==> src/rtl/alu_share_arbiter.sv <==
// Shares one combinational ALU between two requesters and returns the
// registered result on an id-tagged valid/ready response channel.
module alu_share_arbiter #(
  parameter int unsigned          DATA_W    = 16,
  parameter int unsigned          OP_W      = 4,
  parameter logic [OP_W-1:0]      NOP_OP    = 4'hF,
  parameter int unsigned          PRIO_MODE = 0
) (
  input  logic              clk_i,
  input  logic              rst_ni,
  input  logic              req0_valid_i,
  output logic              req0_ready_o,
  input  logic [DATA_W-1:0] req0_a_i,
  input  logic [DATA_W-1:0] req0_b_i,
  input  logic [OP_W-1:0]   req0_op_i,
  input  logic              req1_valid_i,
  output logic              req1_ready_o,
  input  logic [DATA_W-1:0] req1_a_i,
  input  logic [DATA_W-1:0] req1_b_i,
  input  logic [OP_W-1:0]   req1_op_i,
  output logic [DATA_W-1:0] alu_a_o,
  output logic [DATA_W-1:0] alu_b_o,
  output logic [OP_W-1:0]   alu_op_o,
  input  logic [DATA_W-1:0] alu_y_i,
  input  logic              alu_zero_i,
  output logic              rsp_valid_o,
  input  logic              rsp_ready_i,
  output logic              rsp_id_o,
  output logic [DATA_W-1:0] rsp_y_o,
  output logic              rsp_zero_o
);

  localparam logic [1:0] S_IDLE  = 2'd0;
  localparam logic [1:0] S_ISSUE = 2'd1;
  localparam logic [1:0] S_RESP  = 2'd2;

  logic [1:0]        state_q, state_d;
  logic              last_grant_q, last_grant_d;
  logic [DATA_W-1:0] a_q, a_d;
  logic [DATA_W-1:0] b_q, b_d;
  logic [OP_W-1:0]   op_q, op_d;
  logic              id_q, id_d;
  logic              rsp_valid_q, rsp_valid_d;
  logic              rsp_id_q, rsp_id_d;
  logic [DATA_W-1:0] rsp_y_q, rsp_y_d;
  logic              rsp_zero_q, rsp_zero_d;

  logic accept;
  logic grant;
  logic xfer;

  always_comb begin
    accept = (state_q == S_IDLE) || ((state_q == S_RESP) && rsp_ready_i);
    if (req1_valid_i && !req0_valid_i) begin
      grant = 1'b1;
    end else if (req0_valid_i && req1_valid_i) begin
      grant = (PRIO_MODE != 0) ? 1'b0 : ~last_grant_q;
    end else begin
      grant = 1'b0;
    end
    xfer = accept && (req0_valid_i || req1_valid_i);
  end

  assign req0_ready_o = accept && !grant;
  assign req1_ready_o = accept && grant;

  // op_q doubles as the ALU opcode register: it only carries a real opcode
  // during the single ISSUE cycle that follows a transfer.
  always_comb begin
    state_d      = state_q;
    last_grant_d = last_grant_q;
    a_d          = a_q;
    b_d          = b_q;
    op_d         = NOP_OP;
    id_d         = id_q;
    rsp_valid_d  = rsp_valid_q;
    rsp_id_d     = rsp_id_q;
    rsp_y_d      = rsp_y_q;
    rsp_zero_d   = rsp_zero_q;

    case (state_q)
      S_IDLE: ;
      S_ISSUE: begin
        state_d     = S_RESP;
        rsp_valid_d = 1'b1;
        rsp_y_d     = alu_y_i;
        rsp_zero_d  = alu_zero_i;
        rsp_id_d    = id_q;
      end
      S_RESP: begin
        if (rsp_ready_i) begin
          rsp_valid_d = 1'b0;
          state_d     = S_IDLE;
        end
      end
      default: state_d = S_IDLE;
    endcase

    if (xfer) begin
      state_d      = S_ISSUE;
      last_grant_d = grant;
      id_d         = grant;
      a_d          = grant ? req1_a_i  : req0_a_i;
      b_d          = grant ? req1_b_i  : req0_b_i;
      op_d         = grant ? req1_op_i : req0_op_i;
    end
  end

  always_ff @(posedge clk_i or negedge rst_ni) begin
    if (!rst_ni) begin
      state_q      <= S_IDLE;
      last_grant_q <= 1'b1;
      a_q          <= '0;
      b_q          <= '0;
      op_q         <= NOP_OP;
      id_q         <= 1'b0;
      rsp_valid_q  <= 1'b0;
      rsp_id_q     <= 1'b0;
      rsp_y_q      <= '0;
      rsp_zero_q   <= 1'b0;
    end else begin
      state_q      <= state_d;
      last_grant_q <= last_grant_d;
      a_q          <= a_d;
      b_q          <= b_d;
      op_q         <= op_d;
      id_q         <= id_d;
      rsp_valid_q  <= rsp_valid_d;
      rsp_id_q     <= rsp_id_d;
      rsp_y_q      <= rsp_y_d;
      rsp_zero_q   <= rsp_zero_d;
    end
  end

  assign alu_a_o     = a_q;
  assign alu_b_o     = b_q;
  assign alu_op_o    = op_q;
  assign rsp_valid_o = rsp_valid_q;
  assign rsp_id_o    = rsp_id_q;
  assign rsp_y_o     = rsp_y_q;
  assign rsp_zero_o  = rsp_zero_q;

endmodule

==> config.mk <==
export PLATFORM = sky130hd
export DESIGN_NAME = alu_share_arbiter
export DESIGN_NICKNAME = d
export VERILOG_FILES = /design/src/rtl/alu_share_arbiter.sv
export SDC_FILE = /design/constraint.sdc
export NUM_CORES = 1
export LEC_CHECK = 0
export CAP_MARGIN = 20
export CORE_MARGIN = 5
export CORE_UTILIZATION = 41
export CTS_CLUSTER_SIZE = 25
export DETAILED_ROUTE_END_ITERATION = 7
export HOLD_SLACK_MARGIN = 0.12
export PLACE_DENSITY = 0.82
export SLEW_MARGIN = 20
export SYNTH_ARGS = -nofsm -noshare
export SYNTH_HDL_FRONTEND = slang
export SYNTH_SLANG_ARGS = --single-unit
export TNS_END_PERCENT = 1
==> constraint.sdc <==
create_clock -name clk_i -period 4.1 [get_ports clk_i]
set_input_delay 1.23 -clock clk_i [delete_from_list [all_inputs] [get_ports clk_i]]
set_output_delay 1.23 -clock clk_i [all_outputs]
set_load 0.01 [all_outputs]
; Yosys cells after proc, flatten, opt, wreduce, memory -nomap -nowiden
; Cells that the tools add are included.
[classes]
reduce_logical = 14
mux = 11
n_eq_ne = 5
bitwise_logic = 1
[ops]
columns = operator, count
row1 = 16-bit two-way mux, 2
row2 = 4-bit two-way mux, 2
row3 = 1-bit logical AND, 6
row4 = 2-bit case mux with 3 select lines, 1
row5 = 2-bit two-way mux, 2
row6 = 2-bit inequality test (second input constant), 2
row7 = 2-bit AND reduction, 2
row8 = 1-bit two-way mux, 3
row9 = 3-bit inequality test (second input constant), 1
row10 = 2-bit by 1-bit == test with 1-bit output (second input constant), 1
row11 = 2-bit == test (second input constant), 1
row12 = 1-bit zero test, 2
row13 = 2-bit zero test, 1
row14 = 1-bit logical OR, 2
row15 = 1-bit case mux with 2 select lines, 1
row16 = 2-bit nonzero test, 1
row17 = 1-bit NOT, 1
[totals]
input_bits = 94
regBits = 59
word_cells = 41
out_inout_bits = 57

; Depth between registers and ports, before layout
[logic_depth]
depth_word = 6
mapped_depth = 5
mapped_depth_nobuf = 3

; Least setup slack after synthesis
; Ideal clock, no wire load.
[synth_path]
path_kind = in2out
startpoint = in req1_valid_i
endpoint = out req0_ready_o
path_buffers = 1
path_slack_ns = 1.016
cell_stages = 3
arrival_ns = 1.854
t_required_ns = 2.870
cell_sequence = a21bo_2 -> buf_2 -> and3_2
[synth_between]
elab_chain_cells = 5
word_cells_on_any_way = 6
classes_between = 2 x mux / 4 x reduce/logical
[synth_lines]
columns = item, line_no
row1 = "start, declared", 16  ; input logic req1_valid_i,
row2 = 1-bit logical AND, 56  ; end else if (req0_valid_i && req1_valid_i) begin
row3 = 1-bit two-way mux, 56
row4 = 1-bit two-way mux (*), 54  ; if (req1_valid_i && !req0_valid_i) begin
row5 = 1-bit zero test (*), 64  ; assign req0_ready_o = accept && !grant;
row6 = 1-bit logical AND (*), 64
row7 = "end, declared", 12  ; output logic req0_ready_o,
; Mark *: on every way between the ends. The rest lies on a longest branch, timed or not.

; Worst setup path after layout
[layout_path]
startpoint = in rsp_ready_i
endpoint = out req1_ready_o
[layout_between]
elab_chain_cells = 3
[layout_lines]
columns = item, line_no
row1 = "start, declared", 27  ; input logic rsp_ready_i,
row2 = 1-bit logical AND, 53  ; accept = (state_q == S_IDLE) || ((state_q == S_RESP) && rsp_ready_i);
row3 = 1-bit logical OR, 53
row4 = 1-bit logical AND, 65  ; assign req1_ready_o = accept && grant;
row5 = "end, declared", 17  ; output logic req1_ready_o,
; Every way passes these cells.

==> results_dict.tcl <==
set metrics [dict create \
    status "completed" \
    n_fill_cell 456 \
    fin_setup_tns_ps 0 \
    cts_tree "yes" \
    worstSkewPairLatency_ps 330 \
    cts_buffer_depth 2 \
    synth_area_sq_um 2570 \
    track_usage_pct 19.5 \
    diodes 0 \
    path_clk_slew_ps 60 \
    max_stage_delay_ps 550 \
    r2r_end "alu_a_o[6]$_DFFE_PN0P_" \
    path_max_fanout 3 \
    cpMaxStageDelayCell "clkdlybuf4s50_1" \
    hold_ws_ps 506 \
    final_cell_count_no_fill 420 \
    drive_gt1_share_pct 16.2 \
    grt_setup_unrepaired "no" \
    yosysUniqueCellTypes 27 \
    io_pins 151 \
    grt_pass1_vias 2374 \
    synthAdderAreaFrac_pct 0 \
    grt_first_pass_wirelength_mm 11.7 \
    cts.root.buffer_cell "clkbuf_8" \
    antenna_found_initial 0 \
    wl_met3_um 836 \
    drc 0 \
    postCtsSetupBuffers 0 \
    r2r-start "last_grant_q$_DFFE_PN1P_" \
    yosysWarnings 0 \
    fp.dieH_um 89.1 \
    port_buffers 150 \
    cp_common_cell "clkdlybuf4s50_1" \
    synthMuxAreaShare_pct 9.46 \
    antenna_left 0 \
    finalHoldViolCount 0 \
    register_area_sq_um 1480 \
    ff2ff_path_depth 4 \
    path_cells "clkdlybuf4s50_1, nand2b_1, nand2_1, nor2_1, clkdlybuf4s50_1" \
    postSynthAreaPerCell_sq_um 13.6 \
    post_dp_cell_area_sq_um 4110 \
    synth_area_leaders "dfrtp_1, o32ai_1, a2bb2oi_1" \
    worst_clock_skew_ps 14.1 \
    cp-start-kind "input port" \
    synth_top_flop_cell "dfrtp_1" \
    synth-seq-cells 59 \
    num_rows 28 \
    grt_max_degree 39 \
    drt-wirelength-per-cell_um 18.2 \
    drt_wl_total_mm 7.63 \
    setup_violations 0 \
    dr_wl_met2_mm 3.85 \
    coreArea_sq_um 5990 \
    die-area_sq_um 7940 \
    synth-edff-count 0 \
    arrival_ps 2680 \
    yosysMostFrequentCell "dfrtp_1" \
    crit_type "in2out" \
    viasPerCell 5.31 \
    cts_resized 0 \
    synthSimpleGateAreaFrac_pct 3.71 \
    dp.cells 404 \
    synth_top_area_cell "dfrtp_1" \
    firstDrtPassIters 4 \
    htree_levels 3 \
    synthTopCellsByCount "dfrtp_1, o32ai_1, a2bb2oi_1" \
    fin_crit_sh_pct 95.3 \
    max-cap-violations 0 \
    cts_sinks 59 \
    dp_hpwl_mm 5.82 \
    synth_top_family_by_area "compound AO/OA/AOI/OAI gates" \
    multiInputGateArea_sq_um 957 \
    tightest_slew_ps 809 \
    cts-hold-fix-buffers 0 \
    gp_congestion 0.750 \
    syn_nets 283 \
    ff2ff_setup_slack_ps 2460 \
    highest_layer "met4" \
    die_w_um 89.1 \
    ir_drop_uv 422 \
    fin_area_sq_um 4280 \
    drt_first_iter_violations 38 \
    synth_compound_area_share_pct 23.9 \
    synth_xor_area_share_pct 0 \
    synth_cells 189 \
    hp-class "reg2reg" \
    area_growth_pct 66.7 \
    p_leak_nw 1.70 \
    p_per_area_nw_per_um2 678 \
    fin_nets 434 \
    fin_crit_ps 3910 \
    required_ps 2870 \
    async_flop_share_pct 100 \
    drv_slew 0 \
    fmax_mhz 256 \
    endpoint "req1_ready_o" \
    endpoint_kind "output pin" \
    vias 2232 \
    met1Wirelength_mm 2.91 \
    grt_overflow_total 0 \
    netlist.area_leader.share_pct 52.7 \
    cts_buffers 9 \
    crit_start "rsp_ready_i" \
    slew_headroom_pct 46.0 \
    floorplan.initialDensity_pct 42.8 \
    yosysSeqAreaShare_pct 57.8 \
]
[worst max-delay path: cells and delay by family]
kind / cells / cell delay (ps)
and+or+nand+nor: 3 / 350
buffers and inverters: 2 / 1100
[sequential cells by signal (all words and copies together), names as in the netlist]
signal / count
alu_a_o: 16
alu_b_o: 16
rsp_y_o: 16
rsp_valid_o: 1
alu_op_o: 4
rsp_id_o: 1
rsp_zero_o: 1
last_grant_q: 1
state_q: 2
id_q: 1
[area by class of cell]
type	count	area share [%]
sequential	59	34.6
clock buffer	13	3.71
clock inverter	3	0.351
inverter	4	0.351
timing repair buffer	158	36.4
multi-input combinational	108	22.4
tap	75	2.19
[report_power, final]
group          internal (mW)  total, mW  switching (mW)
Sequential             0.867       1.02           0.157
Combinational          0.853       1.42           0.565
Clock                  0.250      0.461           0.211
Total                   1.97       2.90           0.933
[worst min path at each step]
stage,from,slack [ps],endpoint,depth (start not counted)
2_1_floorplan,id_q$_DFFE_PN0P_,480,rsp_id_o$_DFFE_PN0P_,1
3_3_place_gp,rsp_y_o[1]$_DFFE_PN0P_,490,rsp_y_o[1]$_DFFE_PN0P_,1
3_5_place_dp,rsp_y_o[14]$_DFFE_PN0P_,500,rsp_y_o[14]$_DFFE_PN0P_,1
4_1_cts,rsp_zero_o$_DFFE_PN0P_,510,rsp_zero_o$_DFFE_PN0P_,1
5_1_grt,rsp_y_o[14]$_DFFE_PN0P_,530,rsp_y_o[14]$_DFFE_PN0P_,1
6_report,rsp_zero_o$_DFFE_PN0P_,510,rsp_zero_o$_DFFE_PN0P_,1
[kinds of logic (layout without fill, tap and decap cells)]
family,after synthesis,count (layout)
multiplexers,22,22
AND/OR/NAND/NOR,15,15
buffers and inverters,22,178
AO/OA/AOI/OAI,71,71
flip-flops,59,59
[placed cells by master, fill, tap and decap left out, types with 2 or more instances in the layout]
cell type and n:
inv_1 3, nand2_1 6, clkinv_2 3, clkdlybuf4s50_1 149, mux2_2 18, a21oi_1 2
mux2i_1 4, clkbuf_1 2, o32ai_1 32, dfstp_2 5, a2bb2oi_1 31, a31oi_1 2
buf_4 8, dfrtp_1 54, clkbuf_8 11, nor2_1 2
[per-layer routing]
layer,track usage (%),up-vias
met5,0,-
met4,5.28,0
met3,8.29,4
met2,33.3,96
met1,22.5,1082
li1,-,1050
[per-stage QoR]
stage                     setup WS [ps]  total power, mW  util (%)
after floorplan                    1020             1.72         -
after global routing               96.7             3.08      71.4
after CTS                           182             2.95      71.4
after global placement              207             2.43      68.5
final                               193             2.90      71.4
after detailed placement            182             2.48      68.5
(Power assumes the default switching activity.)
